## src/rtl/fetch_queue_unit.sv

```systemverilog
// Fetch queue unit: issues sequential instruction fetches over a valid/ready
// request channel, collects in-order responses in a DEPTH-entry queue and
// presents {instr, pc, pc+INSTR_BYTES} to decode. A redirect flushes the queue
// and arranges for every stale in-flight response to be silently dropped.
module fetch_queue_unit #(
   parameter int                    DATA_WIDTH      = 32,
   parameter int                    ADDR_WIDTH      = 32,
   parameter int                    DEPTH           = 4,
   parameter int                    MAX_OUTSTANDING = 2,
   parameter int                    INSTR_BYTES     = 4,
   parameter logic [ADDR_WIDTH-1:0] RESET_ADDR      = '0
) (
   input  logic                      clk,
   input  logic                      reset,
   output logic                      imem_req_valid,
   input  logic                      imem_req_ready,
   output logic [ADDR_WIDTH-1:0]     imem_req_addr,
   input  logic                      imem_resp_valid,
   input  logic [DATA_WIDTH-1:0]     imem_resp_data,
   input  logic                      redirect,
   input  logic [ADDR_WIDTH-1:0]     redirect_target,
   output logic                      out_valid,
   input  logic                      out_ready,
   output logic [DATA_WIDTH-1:0]     out_instr,
   output logic [ADDR_WIDTH-1:0]     out_pc,
   output logic [ADDR_WIDTH-1:0]     out_pc_plus_4,
   output logic [$clog2(DEPTH):0]    queue_count
);

   localparam int PTR_W = $clog2(DEPTH);
   localparam int CNT_W = PTR_W + 1;
   localparam logic [ADDR_WIDTH-1:0] INC        = ADDR_WIDTH'(INSTR_BYTES);
   localparam logic [ADDR_WIDTH-1:0] ALIGN_MASK = ~(ADDR_WIDTH'(INSTR_BYTES - 1));

   // Redirect targets are forced onto an instruction boundary.
   function automatic logic [ADDR_WIDTH-1:0] align_pc(input logic [ADDR_WIDTH-1:0] a);
      return a & ALIGN_MASK;
   endfunction

   logic [ADDR_WIDTH-1:0] r_fetch_pc;
   logic [ADDR_WIDTH-1:0] r_resp_pc;
   logic [DATA_WIDTH-1:0] r_q_instr [DEPTH];
   logic [ADDR_WIDTH-1:0] r_q_pc    [DEPTH];
   logic [PTR_W-1:0]      r_wr_ptr;
   logic [PTR_W-1:0]      r_rd_ptr;
   logic [CNT_W-1:0]      r_count;
   logic [CNT_W-1:0]      r_inflight;
   logic [CNT_W-1:0]      r_drop_cnt;

   logic [CNT_W:0]        w_occupied;
   logic                  w_credit_ok;
   logic                  w_req_fire;
   logic                  w_resp_ok;
   logic                  w_push;
   logic                  w_out_valid;
   logic                  w_pop;

   // Queue slots plus in-flight requests never exceed DEPTH, so every
   // accepted request already owns a queue slot for its response.
   assign w_occupied  = {1'b0, r_count} + {1'b0, r_inflight};
   assign w_credit_ok = (r_inflight < CNT_W'(MAX_OUTSTANDING)) &&
                        (w_occupied < (CNT_W+1)'(DEPTH));

   assign imem_req_valid = reset && !redirect && w_credit_ok;
   assign imem_req_addr  = r_fetch_pc;
   assign w_req_fire     = imem_req_valid && imem_req_ready;

   // A response with nothing in flight is a protocol error and is ignored.
   assign w_resp_ok = imem_resp_valid && (r_inflight != '0);
   assign w_push    = w_resp_ok && (r_drop_cnt == '0);

   assign w_out_valid   = reset && !redirect && (r_count != '0);
   assign w_pop         = w_out_valid && out_ready;
   assign out_valid     = w_out_valid;
   assign out_instr     = w_out_valid ? r_q_instr[r_rd_ptr] : '0;
   assign out_pc        = w_out_valid ? r_q_pc[r_rd_ptr] : '0;
   assign out_pc_plus_4 = w_out_valid ? (r_q_pc[r_rd_ptr] + INC) : '0;
   assign queue_count   = reset ? r_count : '0;

   // Control state: PCs, queue pointers, credit and stale-drop counters.
   always_ff @(posedge clk) begin
      if (!reset) begin
         r_fetch_pc <= RESET_ADDR;
         r_resp_pc  <= RESET_ADDR;
         r_wr_ptr   <= '0;
         r_rd_ptr   <= '0;
         r_count    <= '0;
         r_inflight <= '0;
         r_drop_cnt <= '0;
      end else if (redirect) begin
         // No request fires this cycle; a response arriving now is itself
         // discarded, so only the remaining in-flight ones must be dropped.
         r_fetch_pc <= align_pc(redirect_target);
         r_resp_pc  <= align_pc(redirect_target);
         r_wr_ptr   <= '0;
         r_rd_ptr   <= '0;
         r_count    <= '0;
         r_inflight <= r_inflight - CNT_W'(w_resp_ok);
         r_drop_cnt <= r_inflight - CNT_W'(w_resp_ok);
      end else begin
         if (w_req_fire) begin
            r_fetch_pc <= r_fetch_pc + INC;
         end
         r_inflight <= r_inflight + CNT_W'(w_req_fire) - CNT_W'(w_resp_ok);
         if (w_resp_ok && (r_drop_cnt != '0)) begin
            r_drop_cnt <= r_drop_cnt - CNT_W'(1);
         end
         if (w_push) begin
            r_wr_ptr  <= r_wr_ptr + PTR_W'(1);
            r_resp_pc <= r_resp_pc + INC;
         end
         if (w_pop) begin
            r_rd_ptr <= r_rd_ptr + PTR_W'(1);
         end
         r_count <= r_count + CNT_W'(w_push) - CNT_W'(w_pop);
      end
   end

   // Queue storage: data only, validity is tracked by the control state.
   always_ff @(posedge clk) begin
      if (reset && !redirect && w_push) begin
         r_q_instr[r_wr_ptr] <= imem_resp_data;
         r_q_pc[r_wr_ptr]    <= r_resp_pc;
      end
   end

endmodule

```

## config.mk

```make
export PLATFORM = sky130hd
export DESIGN_NAME = fetch_queue_unit
export DESIGN_NICKNAME = d
export VERILOG_FILES = /design/src/rtl/fetch_queue_unit.sv
export SDC_FILE = /design/constraint.sdc
export NUM_CORES = 1
export LEC_CHECK = 0
export ABC_AREA = 1
export CAP_MARGIN = 20
export CORE_ASPECT_RATIO = 0.8
export CORE_MARGIN = 4
export CORE_UTILIZATION = 55
export CTS_CLUSTER_SIZE = 28
export DETAILED_ROUTE_END_ITERATION = 7
export PLACE_DENSITY = 0.79
export REMOVE_ABC_BUFFERS = 1
export SYNTH_ARGS = -nofsm -noshare
export SYNTH_HDL_FRONTEND = slang
export SYNTH_SLANG_ARGS = --single-unit
```

## constraint.sdc

```tcl
create_clock -name clk -period 6.4 [get_ports clk]
set_clock_uncertainty 0.2 [all_clocks]
set_input_delay 0.96 -clock clk [delete_from_list [all_inputs] [get_ports clk]]
set_output_delay 0.96 -clock clk [all_outputs]
set_load 0.03 [all_outputs]
```

==> results of run 1 <==
-- metal layers --
| layer | vias to the layer above | share of wire (%) | GRT usage (%) |
|---|---|---|---|
| li1 | 6684 | - | - |
| met1 | 6585 | 44 | 41.8 |
| met2 | 621 | 45 | 42.4 |
| met3 | 79 | 9.2 | 4.73 |
| met4 | 0 | 2.5 | 7.40 |
| met5 | - | 0 | 0 |
-- kinds of logic (layout without fill, tap and decap cells) --
family          Yosys count  in the layout  share of synthesized area, %
buf+inv                 245            436                          6.40
simple gates           1047           1047                          26.5
compound gates          260            260                          8.51
flops                   323            323                          55.6
fa+ha+maj                20             20                          1.65
xor+xnor                 25             25                          1.36
other cells               1              6                        0.0233
-- path summary, 6_finish.rpt --
| check | slack (ps) | depth (start not counted) | endpoint | start |
|---|---|---|---|---|
| max | 1030 | 14 | out_pc_plus_4[31] | flop |
| max reg2reg | 2730 | 8 | r_q_instr[3][23] | r_drop_cnt[0] |
| min | 250 | 2 | flop | r_rd_ptr[1] |
| min reg2reg | 250 | 2 | flop | r_rd_ptr[1] |
-- layout by cell type (no fill, tap or decap), types with 37 or more instances in the layout --
cell,instances
sky130_fd_sc_hd__dfxtp_1,73
sky130_fd_sc_hd__inv_1,156
sky130_fd_sc_hd__nand2_1,544
sky130_fd_sc_hd__nor2_1,305
sky130_fd_sc_hd__clkdlybuf4s50_1,171
sky130_fd_sc_hd__nand3_1,114
sky130_fd_sc_hd__clkbuf_16,37
sky130_fd_sc_hd__o21ai_0,134
sky130_fd_sc_hd__edfxtp_1,248
sky130_fd_sc_hd__a21oi_1,90
-- cell type report --
class                   instances  area share, %
inverters                     163           3.15
clock buffers                  45           4.95
multi-input cells            1358           31.7
repair buffers                211           10.9
flip-flops and latches        323           45.9
well taps                     370           2.37
clock inverters                17          0.968
-- through the flow --
stage	hold WS (ps)	instance area [sq um]	setup WS [ps]
2_1_floorplan	237	15700	-1770
3_5_place_dp	249	18300	1480
5_1_grt	279	19500	718
6_report	252	19500	1030
4_1_cts	257	19500	937
3_3_place_gp	247	18300	1540
-- power by group through the flow --
stage               combinational, mW  sequential, mW  clock, mW
floorplan                       0.338            2.47          0
global placement                0.594            2.46          0
detailed placement              0.609            2.46          0
CTS                             0.616            2.42       2.06
global route                    0.691            2.43       2.15
finish                          0.622            2.42       2.03
-- critical path, delay by kind of cell (launching register included) --
| kind | cells | cell delay (ps) |
|---|---|---|
| buffers and inverters | 3 | 1710 |
| flip-flops | 1 | 550 |
| AND/OR/NAND/NOR | 11 | 1430 |
-- state kept, by name, indices dropped and copies added (netlist names), named ones only --
register / flops
r_wr_ptr: 2
r_resp_pc: 30
r_inflight: 3
r_q_pc: 120
r_q_instr: 128
r_count: 3
r_drop_cnt: 3
r_rd_ptr: 2
imem_req_addr: 30
==> results, run 1 <==
- The run finished with clean final reports.
- The die width is 199 um.
- After detailed routing, the average wire length per cell comes to between 15 and 20 um.
- The level count of the clock H-tree is 2.
- The highest clock rate is 186 MHz.
- In the synthesized netlist the dominant register cell turns out to be sky130_fd_sc_hd__edfxtp_1.
- The actual transition at the worst max-transition pin is 1090 ps.
- The number of placed instances, taps included, is 2424.
- Counting the fill cells in the layout gives 2230.
- The last weighted congestion value of the routability-driven placer is roughly 0.98.
- The total DRC errors in the routed layout is 0.
- In the final design database the tool counted 2181 nets.
- Synthesis handed over a netlist of 1921 instances.
- The number of antenna violations at the first check in global routing came to 0.
- The area growth from synthesis to layout is 21.1%.
- For this run, the detailed router's first-pass iteration total came to 6.
- The core utilization of the finished layout is 68.3%.
- The top fanout value on the critical path is 100.
- In the post-synthesis netlist, the biggest area contributors are sky130_fd_sc_hd__edfxtp_1, sky130_fd_sc_hd__nand2_1, sky130_fd_sc_hd__dfxtp_1, sky130_fd_sc_hd__nor2_1, sky130_fd_sc_hd__o21ai_0.
- VDD sags by at most ~0.00018 V.
- The highest cell delay on the worst timing path is roughly 900 ps.
- The worst max-slew margin expressed relative to the limit is 27.5%.
- The remaining antenna violation count is 0.
- In this run, the combinational gates consume between 10 and 15% of the power.
- TritonCTS built the clock tree.
- Sequential cells burn 47.7% of the power.
- The post-synthesis area per instance is around 8.4 sq um.
- The count of vias placed by the detailed router is approximately 14000.
- Of the cells placed in the final design, the portion with a size suffix greater than 1 is 5.90%.
- The analysis attributes to cell leakage a power of 7.63 nW.
- The total wire length after detailed routing is 45.9 mm.
- The number of top-level design ports is around 200.
- sky130_fd_sc_hd__edfxtp_1 takes more of the synthesized area than any other cell.
- Internal power comes to 3.79 mW.
- The clock-pin slew reported for the worst setup and hold paths after clock tree synthesis is 60 ps.
- 0 antenna diodes ended up in the layout.
- STA classifies the critical path startpoint as a flop.
- Counting flops with a built-in enable in the synthesized netlist gives 248.
- The top cell type's share of synthesized area is 46.2%.
- Traced cell by cell, the critical path runs through buf_4 > nand2_1 > nand3_1 > nand2_1 > inv_1 > nand2_1 > nor2_1 > nand2_1 > nor2_2 > nand2_1 > nand2_1 > nand2_1 > nor2_1 > clkdlybuf4s50_1.
- The tree is rooted in a sky130_fd_sc_hd__clkbuf_16.
- For this run, the total global-route usage over all layers was measured as 27.9%.
- In the final layout, flip-flops and latches occupy 0.00895 sq mm.
- The starting utilization of the core area is between 50% and 60%.
- In the finished design, the share of the clock period the worst path needs comes to 83.9%.
- The die covers between 0.03 and 0.04 sq mm.
- The final cell count without fillers is 2487.
- The data required time at the worst endpoint is 5240 ps.
- The placeable core region is 0.0286 sq mm.
- TritonCTS created 34 clock buffers.
- In this run the core area contains 55 standard-cell rows.
- Max-cap violations in this run came to 0.
- In this run the power density over the cells is about 260 mW/mm^2.
- In the synthesized netlist, the cells that appear most often are sky130_fd_sc_hd__nand2_1, sky130_fd_sc_hd__nor2_1, sky130_fd_sc_hd__edfxtp_1.
- On the critical path, the stage with the largest delay is an instance of sky130_fd_sc_hd__buf_4.
- The count of final hold-check violations is 0.
- The latest clock arrival within the worst-skew pair is just over 500 ps.
- The worst-case clock buffer depth is 3.
- The post-CTS setup repair buffer count is 0.
- Setup repair after global routing left no endpoint under its margin.
- For the final routed database, the setup TNS stands at 0 ps.
- Data arrives at the worst endpoint at around 4200 ps.
- The class of the most critical setup path is reg -> out.
- The number of clock sinks is 323.
- The share of synthesized registers carrying an async set or reset is 0%.
- In this run the power spent charging and discharging nets is ~1.3 mW.
- The vertical die dimension is approximately 160 um.
- The starting DRC count in detailed routing is 1526.
- The number of library cell types mapped by synthesis is 45.
- The most frequent cell on the critical path is sky130_fd_sc_hd__nand2_1.
- The yosys synthesis warning count is 0.
- The kind of end point of the critical path is an output pin.
- The total overflow reported by the global router is 0.
- After synthesis the cells add up to 0.0161 sq mm.
- The most common cell in the synthesized netlist is sky130_fd_sc_hd__nand2_1.
- The via count of the first global-routing pass came to 13000.
- After detailed routing, the number of vias per cell comes to 5.62.
- The share of total power consumed by net switching is 25.4%.
- The count of instances resized after the clock tree is built is 0.
- The time the worst path needs with I/O delays and setup is approximately 5400 ps.
- The total power draw is 5.08 mW.
- Detailed placement ended at an HPWL of 30.7 mm.
- The maximum number of pins on one net before global-route repair is 101.
- The first global-routing pass estimated 71.3 mm of wire.
- Counting flops and latches in the post-synthesis netlist gives roughly 320.
- The count of input and output buffers is between 150 and 200.
- For this run, the register share of the synthesized area comes to 55.6%.
- The number of slew-limit violations in the final report is 0.
- The part of the total power dissipated in the clock network is between 40 and 50%.
- In the final layout, the multi-input gates occupy 0.00619 sq mm.
- The min-delay analysis places its worst path in the category reg -> reg.
- The final setup violation count is 0.
- For this design, the CTS-stage hold fixing added 0 buffers.
Note: power is estimated with default switching activity, not from simulation.
==> inputs of run 2 (changes only) <==
CORE_UTILIZATION = 51   (was 55)
PLACE_DENSITY = 0.77   (was 0.79)
clock period = 4.9 ns   (was 6.4 ns; I/O delays follow)
==> run 2 against run 1 <==
Against the previous run:
- critical path depth decreased by 1
- via count decreased by 0.41%
- largest power group unchanged
- setup slack got worse by 530 ps
- register-to-register slack got worse by 880 ps
- first-iteration DRC count decreased by 2.6%
- cell count increased by 1.8%
- flip-flop and latch count unchanged
- clock power increased by 21%
==> results, run 2 (synthesis gave the netlist of run 1 again) <==
- The maximum ir drop on the vdd rail is 0.000234 V.
- The design internal power is 4.78 mW.
- The power density of the placed cells is 331 mW/mm^2.
- The number of slew-limit violations in the final report was 0.
- The count of final hold-check violations is 0.
- The class of the worst hold path is reg -> reg.
- The run finished with clean final reports.
- The kind of end point of the critical path is an output pin.
- The top cell types in the final layout, fill and taps aside, are sky130_fd_sc_hd__nand2_1, sky130_fd_sc_hd__nor2_1, sky130_fd_sc_hd__edfxtp_1, sky130_fd_sc_hd__inv_1, sky130_fd_sc_hd__o21ai_0.
- The reported leakage power is between 7 and 8 nW.
- The repair_antennas step left the layout with diodes totalling 0.
- The worst-case clock buffer depth is 3.
- STA classifies the critical path startpoint as a flop.
- The global-route wire length before repair is 71.2 mm.
- For this design the top-level I/O count stands at 203.
- The clock tree from TritonCTS is done.
- The class of the most critical setup path is reg -> out.
- Setup total negative slack on the finished layout was measured at 0 ps.
- Leaving out fill and tap cells, the most frequent cell in the layout is sky130_fd_sc_hd__nand2_1.
- The last weighted congestion value of the routability-driven placer is 1.01.
- The register with the most flip-flops is r_q_instr.
- The count of vias placed by the detailed router is about 14000.
- For the worst setup path, the data required time is just under 4000 ps.
- The final HPWL from detailed placement is 31.2 mm.
- Setup violations remaining at the end of the flow were counted as 0.
- The starting DRC count in detailed routing is around 1500.
- The count of nets left with antenna violations once routing finished came out at 0.
- The clock buffer count from CTS is 34.
- The placeable core region is 0.0307 sq mm.
- After clock tree synthesis, the clock-pin slew on the worst setup and hold paths is around 60 ps.
- The level count of the clock H-tree is 2.
- Of the cells placed in the final design, the portion with a size suffix greater than 1 is 9.06%.
- Headroom to the max-slew limit came out at about 46%.
- The post-layout instance area is 0.0194 sq mm.
- For this run, the number of standard cells in the final layout without fillers is 2532.
- The vertical die dimension is 167 um.
- Before antenna repair, the detailed router went through 5 iterations.
- The number of antenna violations at the first check in global routing is 0.
- After global routing the overflow that remains totals 0.
- The endpoint arrival time on the critical path is 3460 ps.
- After floorplanning, the core was divided into 57 placement rows.
- The tool flagged a number of max-cap violations equal to 0.
- The total DRC errors in the routed layout is 0.
- The total wire length after detailed routing is 46.1 mm.
- The placed instance area is ~0.018 sq mm.
- The switching component of the power is roughly 1.7 mW.
- The worst hold path passes through 2 cells.
- Net switching is about a quarter of the power.
- The initial utilization of the core area, before any placement, comes to between 50% and 60%.
- The cell sitting at the root of the clock tree is a sky130_fd_sc_hd__clkbuf_16.
- The number of hold buffers added after cts is 0.
- The worst-case reg-to-reg path depth is 9.
- The latest clock arrival within the worst-skew pair is 510 ps.
- The post-CTS setup repair buffer count is 0.
- Global routing used 26.0% of the available tracks across all layers.
- The register with the most flip-flops in the layout has 128 of them.
- Timing would allow up to around 230 MHz.
- The number of clock sinks is ~320.
- In the routed layout, each cell is associated on average with a via count of 5.49.
- In this run the tool buffered the top-level ports with slightly below 200 buffer cells.
- Of the total power, combinational logic draws 12.7%.
- The synthesis-to-layout area growth is 20.7%.
- Entering global routing, the biggest net connects 73 pins.
- The share of total power dissipated in the clock network is 38.1%.
- Along the worst path, the maximum fanout reaches 44.
- Measured on the finished design, the core utilization comes to 63.2%.
- Gates resized during post-CTS repair numbered 0.
- The routed length per placed instance is 18.2 um.
- In this run the horizontal extent of the chip is 207 um.
- The via count of the first global-routing pass is 12800.
- The number of placed instances, taps included, is 2472.
- The proportion of power drawn by flip-flops and latches is 49.1%.
- The worst path uses 89.7% of the clock period.
- The die outline area is between 0.03 and 0.04 sq mm.
- The time the worst path needs with I/O delays and setup is 4400 ps.
- Setup repair after global routing left no endpoint under its margin.
- The actual transition at the worst max-transition pin is ~810 ps.
- In the final layout, the registers with the most flip-flops are r_q_instr x128, r_q_pc x120.
- At the end of the flow, the number of nets in the layout was 2185.
## run 2: power by group through the flow
stage	sequential, mW	clock, mW	combinational, mW
finish	3.16	2.45	0.820
global route	3.17	2.61	0.903
CTS	3.16	2.49	0.817
detailed placement	3.21	0	0.810
global placement	3.21	0	0.786
floorplan	3.23	0	0.442
## run 2: worst paths after layout
check / from / end / slack [ps]
max: flop / out_pc_plus_4[24] / 500
min: r_rd_ptr[1] / flop / 270
max reg2reg: r_count[1] / imem_req_addr[25] / 1850
min reg2reg: r_rd_ptr[1] / flop / 270
## run 2: layer usage
metal | share of wire (%) | routed length [um] | up-vias | GRT usage (%)
li1 | - | - | 6694 | -
met1 | 43 | 19900 | 6565 | 38.9
met2 | 46 | 21400 | 595 | 40.4
met3 | 8.8 | 4040 | 58 | 4.04
met4 | 1.6 | 757 | 0 | 5.81
met5 | 0 | 0 | - | 0
## run 2: critical path: stages, from the launching register on
cell	delay [ps]
sky130_fd_sc_hd__dfxtp_4	340
sky130_fd_sc_hd__inv_2	520
sky130_fd_sc_hd__buf_4	540
sky130_fd_sc_hd__nand2_1	130
sky130_fd_sc_hd__nand3_1	90
sky130_fd_sc_hd__nand2_1	130
sky130_fd_sc_hd__nor2_1	180
sky130_fd_sc_hd__nand2_1	70
sky130_fd_sc_hd__nor2_1	290
sky130_fd_sc_hd__nand3_1	120
sky130_fd_sc_hd__nand2_1	80
sky130_fd_sc_hd__nand2_1	80
sky130_fd_sc_hd__nor2_1	180
sky130_fd_sc_hd__buf_12	150
## run 2: area by class of cell
class	instances	area (sq um)
Inverter	163	614
Tap cell	413	517
Fill cell	2577	11300
Sequential cell	323	8950
Clock inverter	9	65.1
Clock buffer	51	978
Timing Repair Buffer	215	2120
Multi-Input combinational cell	1358	6190
## run 2: through the flow
stage	total power, mW	hold slack [ps]	setup slack (ps)
finish	6.44	268	503
global route	6.68	315	215
CTS	6.46	265	518
detailed placement	4.03	255	846
global placement	4.00	250	889
floorplan	3.67	237	-3050
